<file path="src/rtl/route_stage_locked_if.sv">
// rtl/route_stage_locked_if.sv - flit stream bundle for the route stage; also holds the params_noc direction enum
//
// params_noc::inout_Port : next-hop direction (LOCAL/NORTH/SOUTH/EAST/WEST)
// route_stage_locked_if  : input side  in_valid/in_ready/in_flit/in_type/in_x_Dest/in_y_Dest
//                          output side out_valid/out_ready/out_flit/out_type/out_port
//   modport slave  : the route stage (consumes in_*, produces out_*)
//   modport master : the environment driving the stage

package params_noc;
    typedef enum logic [2:0] {
        LOCAL = 3'd0,
        NORTH = 3'd1,
        SOUTH = 3'd2,
        EAST  = 3'd3,
        WEST  = 3'd4
    } inout_Port;
endpackage

interface route_stage_locked_if #(
    parameter int FLIT_W  = 32,
    parameter int COORD_W = 4
);
    logic                  in_valid;
    logic                  in_ready;
    logic [FLIT_W-1:0]     in_flit;
    logic [1:0]            in_type;
    logic [COORD_W-1:0]    in_x_Dest;
    logic [COORD_W-1:0]    in_y_Dest;
    logic                  out_valid;
    logic                  out_ready;
    logic [FLIT_W-1:0]     out_flit;
    logic [1:0]            out_type;
    params_noc::inout_Port out_port;

    modport slave (
        input  in_valid, in_flit, in_type, in_x_Dest, in_y_Dest, out_ready,
        output in_ready, out_valid, out_flit, out_type, out_port
    );

    modport master (
        output in_valid, in_flit, in_type, in_x_Dest, in_y_Dest, out_ready,
        input  in_ready, out_valid, out_flit, out_type, out_port
    );
endinterface

</file>
<file path="src/rtl/route_stage_locked.sv">
// rtl/route_stage_locked.sv - registered packet-aware dimension-order route stage with route lock
//
// Ports:
//   clk, rst  : clock, synchronous active-high reset
//   bus       : route_stage_locked_if.slave (input flit stream in, routed flit stream out)
//   err       : sticky protocol/address error flag
//   pkt_count : per-direction head counters, present only when ROUTE_STATS_EN is defined
//
// Optional feature macro: ROUTE_STATS_EN

module route_stage_locked
    import params_noc::*;
#(
    parameter int x_Current = 0,
    parameter int y_Current = 0,
    parameter int MESH_X    = 4,
    parameter int MESH_Y    = 4,
    parameter int COORD_W   = 4,
    parameter int FLIT_W    = 32,
    parameter int YX_MODE   = 0
) (
    input  logic clk,
    input  logic rst,
    route_stage_locked_if.slave bus,
    output logic err
`ifdef ROUTE_STATS_EN
    ,
    output logic [15:0] pkt_count [5]
`endif
);

    localparam logic [1:0] T_HEAD = 2'b00;
    localparam logic [1:0] T_TAIL = 2'b10;
    localparam logic [1:0] T_HT   = 2'b11;

    // Coordinates and mesh bounds widened by one bit so offsets cannot wrap.
    localparam logic [COORD_W:0] XC = (COORD_W+1)'(x_Current);
    localparam logic [COORD_W:0] YC = (COORD_W+1)'(y_Current);
    localparam logic [COORD_W:0] MX = (COORD_W+1)'(MESH_X);
    localparam logic [COORD_W:0] MY = (COORD_W+1)'(MESH_Y);

    typedef enum logic {IDLE, LOCKED} state_t;

    state_t            state_q, state_d;
    inout_Port         locked_q, locked_d;
    logic              valid_q, valid_d;
    logic [FLIT_W-1:0] flit_q, flit_d;
    logic [1:0]        type_q, type_d;
    inout_Port         port_q, port_d;
    logic              err_q, err_d;

    logic              accept;
    logic              is_head;
    logic              out_of_range;
    logic [COORD_W:0]  dx, dy;
    logic              dx_neg, dx_pos, dy_neg, dy_pos;
    inout_Port         x_dir, y_dir, calc_route, head_route;

    assign bus.in_ready  = !valid_q || bus.out_ready;
    assign accept        = bus.in_valid && bus.in_ready;
    assign bus.out_valid = valid_q;
    assign bus.out_flit  = flit_q;
    assign bus.out_type  = type_q;
    assign bus.out_port  = port_q;
    assign err           = err_q;

    // HEAD (00) and HEADTAIL (11) are the two types with equal bits.
    assign is_head = (bus.in_type[1] == bus.in_type[0]);

    // Route computation for a head flit.
    always_comb begin
        dx           = {1'b0, bus.in_x_Dest} - XC;
        dy           = {1'b0, bus.in_y_Dest} - YC;
        dx_neg       = dx[COORD_W];
        dy_neg       = dy[COORD_W];
        dx_pos       = !dx_neg && (dx != '0);
        dy_pos       = !dy_neg && (dy != '0);
        x_dir        = dx_neg ? WEST  : (dx_pos ? EAST  : LOCAL);
        y_dir        = dy_neg ? NORTH : (dy_pos ? SOUTH : LOCAL);
        out_of_range = ({1'b0, bus.in_x_Dest} >= MX) || ({1'b0, bus.in_y_Dest} >= MY);
        if (YX_MODE != 0) begin
            calc_route = (y_dir != LOCAL) ? y_dir : x_dir;
        end else begin
            calc_route = (x_dir != LOCAL) ? x_dir : y_dir;
        end
        head_route = out_of_range ? LOCAL : calc_route;
    end

    always_ff @(posedge clk) begin
        if (rst) begin
            state_q  <= IDLE;
            locked_q <= LOCAL;
            valid_q  <= 1'b0;
            flit_q   <= '0;
            type_q   <= 2'b00;
            port_q   <= LOCAL;
            err_q    <= 1'b0;
        end else begin
            state_q  <= state_d;
            locked_q <= locked_d;
            valid_q  <= valid_d;
            flit_q   <= flit_d;
            type_q   <= type_d;
            port_q   <= port_d;
            err_q    <= err_d;
        end
    end

    always_comb begin
        state_d  = state_q;
        locked_d = locked_q;
        valid_d  = valid_q;
        flit_d   = flit_q;
        type_d   = type_q;
        port_d   = port_q;
        err_d    = err_q;

        // The held flit leaves first; an accepted flit may refill the slot below.
        if (valid_q && bus.out_ready) begin
            valid_d = 1'b0;
        end

        if (accept) begin
            if (is_head) begin
                // A head arriving inside an open packet is flagged but still
                // starts a new packet, so the stage resynchronises on it.
                if (out_of_range || state_q == LOCKED) begin
                    err_d = 1'b1;
                end
                locked_d = head_route;
                valid_d  = 1'b1;
                flit_d   = bus.in_flit;
                type_d   = bus.in_type;
                port_d   = head_route;
                state_d  = (bus.in_type == T_HEAD) ? LOCKED : IDLE;
            end else if (state_q == IDLE) begin
                // Orphan BODY/TAIL: swallowed without producing output.
                err_d = 1'b1;
            end else begin
                valid_d = 1'b1;
                flit_d  = bus.in_flit;
                type_d  = bus.in_type;
                port_d  = locked_q;
                if (bus.in_type == T_TAIL) begin
                    state_d = IDLE;
                end
            end
        end
    end

`ifdef ROUTE_STATS_EN
    logic out_fire_head;
    assign out_fire_head = valid_q && bus.out_ready &&
                           (type_q == T_HEAD || type_q == T_HT);

    always_ff @(posedge clk) begin
        if (rst) begin
            for (int i = 0; i < 5; i++) begin
                pkt_count[i] <= '0;
            end
        end else if (out_fire_head) begin
            pkt_count[port_q] <= pkt_count[port_q] + 16'd1;
        end
    end
`endif

endmodule

</file>
<file path="src/flat_wrapper.sv">
// flat-port wrapper written by rule: the top's interface ports become plain ports
module route_stage_locked_flat import params_noc::*;
#(
    parameter int x_Current = 0,
    parameter int y_Current = 0,
    parameter int MESH_X    = 4,
    parameter int MESH_Y    = 4,
    parameter int COORD_W   = 4,
    parameter int FLIT_W    = 32,
    parameter int YX_MODE   = 0
)
  (clk, rst, err, bus_in_valid, bus_in_flit, bus_in_type, bus_in_x_Dest, bus_in_y_Dest, bus_out_ready, bus_in_ready, bus_out_valid, bus_out_flit, bus_out_type, bus_out_port);
  route_stage_locked_if #(.FLIT_W(FLIT_W), .COORD_W(COORD_W)) bus_i ();
  input  logic clk;
  input  logic rst;
  output logic err;
  input wire logic [$bits(bus_i.in_valid)-1:0] bus_in_valid;
  input wire logic [$bits(bus_i.in_flit)-1:0] bus_in_flit;
  input wire logic [$bits(bus_i.in_type)-1:0] bus_in_type;
  input wire logic [$bits(bus_i.in_x_Dest)-1:0] bus_in_x_Dest;
  input wire logic [$bits(bus_i.in_y_Dest)-1:0] bus_in_y_Dest;
  input wire logic [$bits(bus_i.out_ready)-1:0] bus_out_ready;
  output wire logic [$bits(bus_i.in_ready)-1:0] bus_in_ready;
  output wire logic [$bits(bus_i.out_valid)-1:0] bus_out_valid;
  output wire logic [$bits(bus_i.out_flit)-1:0] bus_out_flit;
  output wire logic [$bits(bus_i.out_type)-1:0] bus_out_type;
  output wire logic [$bits(bus_i.out_port)-1:0] bus_out_port;
  assign bus_i.in_valid = bus_in_valid;
  assign bus_i.in_flit = bus_in_flit;
  assign bus_i.in_type = bus_in_type;
  assign bus_i.in_x_Dest = bus_in_x_Dest;
  assign bus_i.in_y_Dest = bus_in_y_Dest;
  assign bus_i.out_ready = bus_out_ready;
  assign bus_in_ready = bus_i.in_ready;
  assign bus_out_valid = bus_i.out_valid;
  assign bus_out_flit = bus_i.out_flit;
  assign bus_out_type = bus_i.out_type;
  assign bus_out_port = bus_i.out_port;
  route_stage_locked #(.x_Current(x_Current), .y_Current(y_Current), .MESH_X(MESH_X), .MESH_Y(MESH_Y), .COORD_W(COORD_W), .FLIT_W(FLIT_W), .YX_MODE(YX_MODE)) u_core (.clk(clk), .rst(rst), .bus(bus_i), .err(err));
endmodule
</file>
<file path="config.mk">
export PLATFORM = sky130hd
export DESIGN_NAME = route_stage_locked_flat
export DESIGN_NICKNAME = d
export VERILOG_FILES = /design/src/rtl/route_stage_locked_if.sv /design/src/rtl/route_stage_locked.sv /design/src/flat_wrapper.sv
export SDC_FILE = /design/constraint.sdc
export NUM_CORES = 1
export LEC_CHECK = 0
export ABC_AREA = 1
export ABC_CLOCK_PERIOD_IN_PS = 2400
export BUFFER_PORTS_ARGS = -buffer_cell sky130_fd_sc_hd__buf_2
export CAP_MARGIN = 10
export CORE_MARGIN = 10
export CORE_UTILIZATION = 48
export DETAILED_ROUTE_END_ITERATION = 16
export PLACE_DENSITY = 0.8
export RECOVER_POWER = 25
export SLEW_MARGIN = 5
export SYNTH_ARGS = -nofsm -noshare
export SYNTH_HDL_FRONTEND = slang
export SYNTH_SLANG_ARGS = --single-unit
</file>
<file path="constraint.sdc">
create_clock -name clk -period 2.4 [get_ports clk]
set_input_delay 0.24 -clock clk [delete_from_list [all_inputs] [get_ports clk]]
set_output_delay 0.24 -clock clk [all_outputs]
set_load 0.05 [all_outputs]
</file>
; After elaboration in Yosys (flattened, before gate mapping)
; Cells that the tools add are included.
[totals]
ff_bits = 43
output_inout_bits = 40
[classes]
magnitude_cmp = 2
reduce_logical = 14
n_mux = 21
n_eq_ne = 4
[op_table]
columns = op, n
row1 = 32-bit two-way mux, 2
row2 = 3-bit two-way mux, 4
row3 = 1-bit two-way mux, 11
row4 = 5-bit nonzero test, 2
row5 = 4-bit by 3-bit greater-or-equal comparator with 1-bit output (second input constant), 2
row6 = 2-bit two-way mux, 4
row7 = 2-bit inequality test (second input constant), 2
row8 = 2-bit AND reduction, 2
row9 = 1-bit logical OR, 3
row10 = 3-bit AND reduction, 1
row11 = 3-bit nonzero test, 1
row12 = 2-bit == test (second input constant), 1
row13 = 1-bit logical AND, 2
row14 = 2-bit logical NOT, 1
row15 = 2-bit nonzero test, 1
row16 = 1-bit == test, 1
row17 = 1-bit logical NOT, 1

; Longest topological paths before layout
[logic_depth]
ltp_word = 6
mapped_depth = 8
depth_no_buf = 7

; Least setup slack after synthesis
; Ideal clock, no wire load.
[synth_timing]
kind = register to register
startpoint = register u_core.valid_q, in the netlist u_core.bus.out_valid
endpoint = register u_core.flit_q[0], in the netlist u_core.bus.out_flit[0]
slack_ns = 0.519
path_buffers = 2
t_arrival_ns = 1.814
synth_period_minus_slack_ns = 1.881
path_stages_with_launch = 7
cell_sequence = dfxtp_1 > nand2_1 > nand3_2 > buf_8 > buf_12 > nand2_1 > a21oi_2
[synth_via]
elab_chain_len = 4
[synth_lines]
columns = element, line
row1 = from (decl), route_stage_locked.sv:46  ; logic valid_q, valid_d;
row2 = from (signal assigned), route_stage_locked.sv:101  ; valid_q <= valid_d;
row3 = 1-bit logical NOT, route_stage_locked.sv:59  ; assign bus.in_ready = !valid_q || bus.out_ready;
row4 = 1-bit logical OR, route_stage_locked.sv:59
row5 = named net bus_in_ready, flat_wrapper.sv:23  ; output wire logic [$bits(bus_i.in_ready)-1:0] bus_in_ready;
row6 = 1-bit logical AND, route_stage_locked.sv:60  ; assign accept = bus.in_valid && bus.in_ready;
row7 = 2-bit AND reduction (no source line), -
row8 = to (signal assigned), route_stage_locked.sv:102  ; flit_q <= flit_d;
row9 = to (decl), route_stage_locked.sv:47  ; logic [FLIT_W-1:0] flit_q, flit_d;
; The timed path passes the listed nets, and every way through them passes these cells.
; A chain may end at the register's enable or synchronous reset.

; Final worst setup path
[layout_timing]
startpoint = register u_core.port_q[0], in the netlist u_core.bus.out_port[0]
endpoint = output bus_out_port[0]
[layout_rtl]
columns = element, line
row1 = from (decl), route_stage_locked.sv:49  ; inout_Port port_q, port_d;
row2 = from (signal assigned), route_stage_locked.sv:104  ; port_q <= port_d;
row3 = to (decl), flat_wrapper.sv:27  ; output wire logic [$bits(bus_i.out_port)-1:0] bus_out_port;
; No word-level cell between the ends.

==> metrics.yaml <==
status: "finished, final reports clean"
finalMaxSlewViolations: 0
synth_compound_area_share_pct: 16.5
syn_area_um2: 1730
grt_pass1_wl_um: 7340
cts_resized: 0
endpoint_kind: "output pin"
synthCells: 218
syn_to_final_growth_pct: 25.1
final_core_util_pct: 63.5
final_nets: 347
clk_pin_slew_ns: 0.12
synth-xor-area-share_pct: 0
crit_path_max_incr_delay_ns: 0.48
synth_edf_count: 0
crit_path_cell_trace: "clkbuf_1"
cts_tree: "done"
post_drt_wl_per_cell_um: 13.0
setup_viol: 0
gr-usage-all-layers_pct: 14.0
power.leakage_uw: 0.000999
cts_buffer_depth: 2
rsz0062_at_grt: "false"
cts_buffers: 5
async_flop_share_pct: 0
synth_top_area_share_pct: 47.4
drt-initial-drc-count: 46
worstPathMaxFanout: 2
yosys.cell_types.count: 20
synth-main-ff-cell: "dfxtp_1"
r2r_cells: 6
hold_path.class: "in -> reg"
finalSetupTns_ns: 0
arrival_ns: 1.17
cp-start-kind: "register"
slew_headroom_pct: 59.7
grt_pass1_vias: 1678
max_cap_viol_count: 0
start_util_pct: 50.7
ys_warn_count: 0
num_io_pins: 86
cts_root_buf: "clkbuf_4"
synthTopCellsByCount: "nand2_1 (77), dfxtp_1 (41), a21oi_2 (20), a21oi_1 (19), inv_1 (15)"
grt_max_degree: 39
synth.mux.area_fraction_pct: 0
num_rows: 21
seq_area_frac_synth_pct: 47.4
ctsHoldBuffers: 0
path_depth: 1
wl_um: 4490
fin_crit_ns: 1.41
endpoint: "bus_out_port[0]"
critical_path_required_ns: 2.16
synth_top_family_by_area: "simple AND/OR/NAND/NOR gates"
yosysMostFrequentCell: "nand2_1"
yosys.area.top_type: "dfxtp_1"
diodes: 0
critical_path_buf_inv_count: 1
drc: 0
hold_viol_final: 0
rr_startpoint: "u_core.state_q"
cp_slowest_cell: "clkbuf_1"
ant_nets: 0
die_w_um: 80.1
overflow: 0
clock_sinks: 41
tightest_slew_ns: 0.600
post-route-period-util_pct: 58.8
drive_above_1_share_pct: 35.5
crit_start: "u_core.bus.out_port[0]"
antenna_found_initial: 0
r2r-end: "u_core.bus.out_flit[5]"
synth.net_count: 266
synthSimpleGateAreaFrac_pct: 24.8
critPathKind: "reg -> out"
postCtsSetupRepairBufs: 0
portBuffers: 84
coreArea_um2: 3420
cellPowerDensity_nw_per_um2: 714
synth_seq_cells: 41
skew_ns: 0.00331
critPathTopFamily: "buffers and inverters"
viasPerCell: 4.69
ys_top_cells_by_area: "dfxtp_1 (47%), nand2_1 (17%), a21oi_2 (10%)"
gp_congestion: 0.812
synthAdderAreaFrac_pct: 1.44
dr.pass1.iters: 4
dpl.hpwl_um: 3350
die_h_um: 80.1
clk_latency_ns: 0.33
rrSetupSlack_ns: 1.00
ir_worst_vdd_mv: 0.436
die_area_um2: 6410
avgSynthCellArea_um2: 7.95
cts_htree_levels: 2
clock.fmax_mhz: 708
num_vias: 1618
[how the worst min path moves through the flow]
stage                                       from                      end  slack [ns]  depth (start not counted)
after floorplan                  bus_in_flit[15]  u_core.bus.out_flit[15]        0.38                          2
after global placement                u_core.err               u_core.err        0.44                          2
after detailed placement  u_core.bus.out_flit[4]   u_core.bus.out_flit[4]        0.45                          2
after CTS                        bus_in_flit[14]  u_core.bus.out_flit[14]        0.12                          3
after global routing             bus_in_flit[26]  u_core.bus.out_flit[26]        0.12                          3
final                            bus_in_flit[14]  u_core.bus.out_flit[14]        0.13                          3
[state kept, by name, summed over array words and instances, names as in the netlist]
signal,count
u_core.locked_q,2
u_core.err,1
u_core.state_q,1
u_core.bus.out_type,2
u_core.bus.out_port,2
u_core.bus.out_valid,1
u_core.bus.out_flit,32
[report_power, final]
part / total, µW / switching (µW) / internal (µW)
clock network: 425 / 212 / 212
registers: 747 / 22.7 / 724
logic: 376 / 278 / 98.2
total: 1550 / 513 / 1030
[logic make-up (layout without fill, tap and decap cells)]
family,Yosys count,after routing
AO/OA/AOI/OAI,41,41
AND/OR/NAND/NOR,105,105
flip-flops,41,41
adder cells (fa/ha/maj),2,2
buffers and inverters,28,109
other,1,1
[per-layer routing]
layer / global-route usage [%] / vias up / wire (µm)
met2: 23.6 / 61 / 2100
met3: 7.80 / 2 / 520
met4: 3.52 / 0 / 21
met5: 0 / - / 0
li1: - / 841 / -
met1: 14.7 / 714 / 1840
[stage by stage]
| step | cells | hold slack (ns) | instance area (µm²) | worst slack [ns] | total power (µW) |
|---|---|---|---|---|---|
| 2_1_floorplan | 218 | 0.383 | 1730 | 0.519 | 1060 |
| 3_3_place_gp | 338 | 0.441 | 2120 | 0.705 | 1140 |
| 3_5_place_dp | 338 | 0.453 | 2120 | 0.626 | 1150 |
| 4_1_cts | 345 | 0.118 | 2190 | 0.982 | 1580 |
| 5_1_grt | 345 | 0.120 | 2170 | 0.810 | 1630 |
| 6_report | 345 | 0.130 | 2170 | 0.988 | 1550 |
[cell type report]
type	count	area (µm²)
fill	329	1250
sequential	41	821
multi-input combinational	149	742
timing repair buffer	86	415
inverter	16	60.1
tap	46	57.6
clock buffer	5	37.5
clock inverter	2	35.0
[cells in the final DEF (no fill, tap or decap), drive strengths merged]
cell	Yosys	layout
clkbuf	3	21
and2	1	1
nor2	11	11
nand2	84	84
inv	16	16
bufinv	0	1
conb	1	1
nand3	9	9
clkinv	0	1
a21boi	1	1
a21oi	39	39
buf	9	70
dfxtp	41	41
ha	2	2
o21ai	1	1
(Power assumes the default switching activity.)
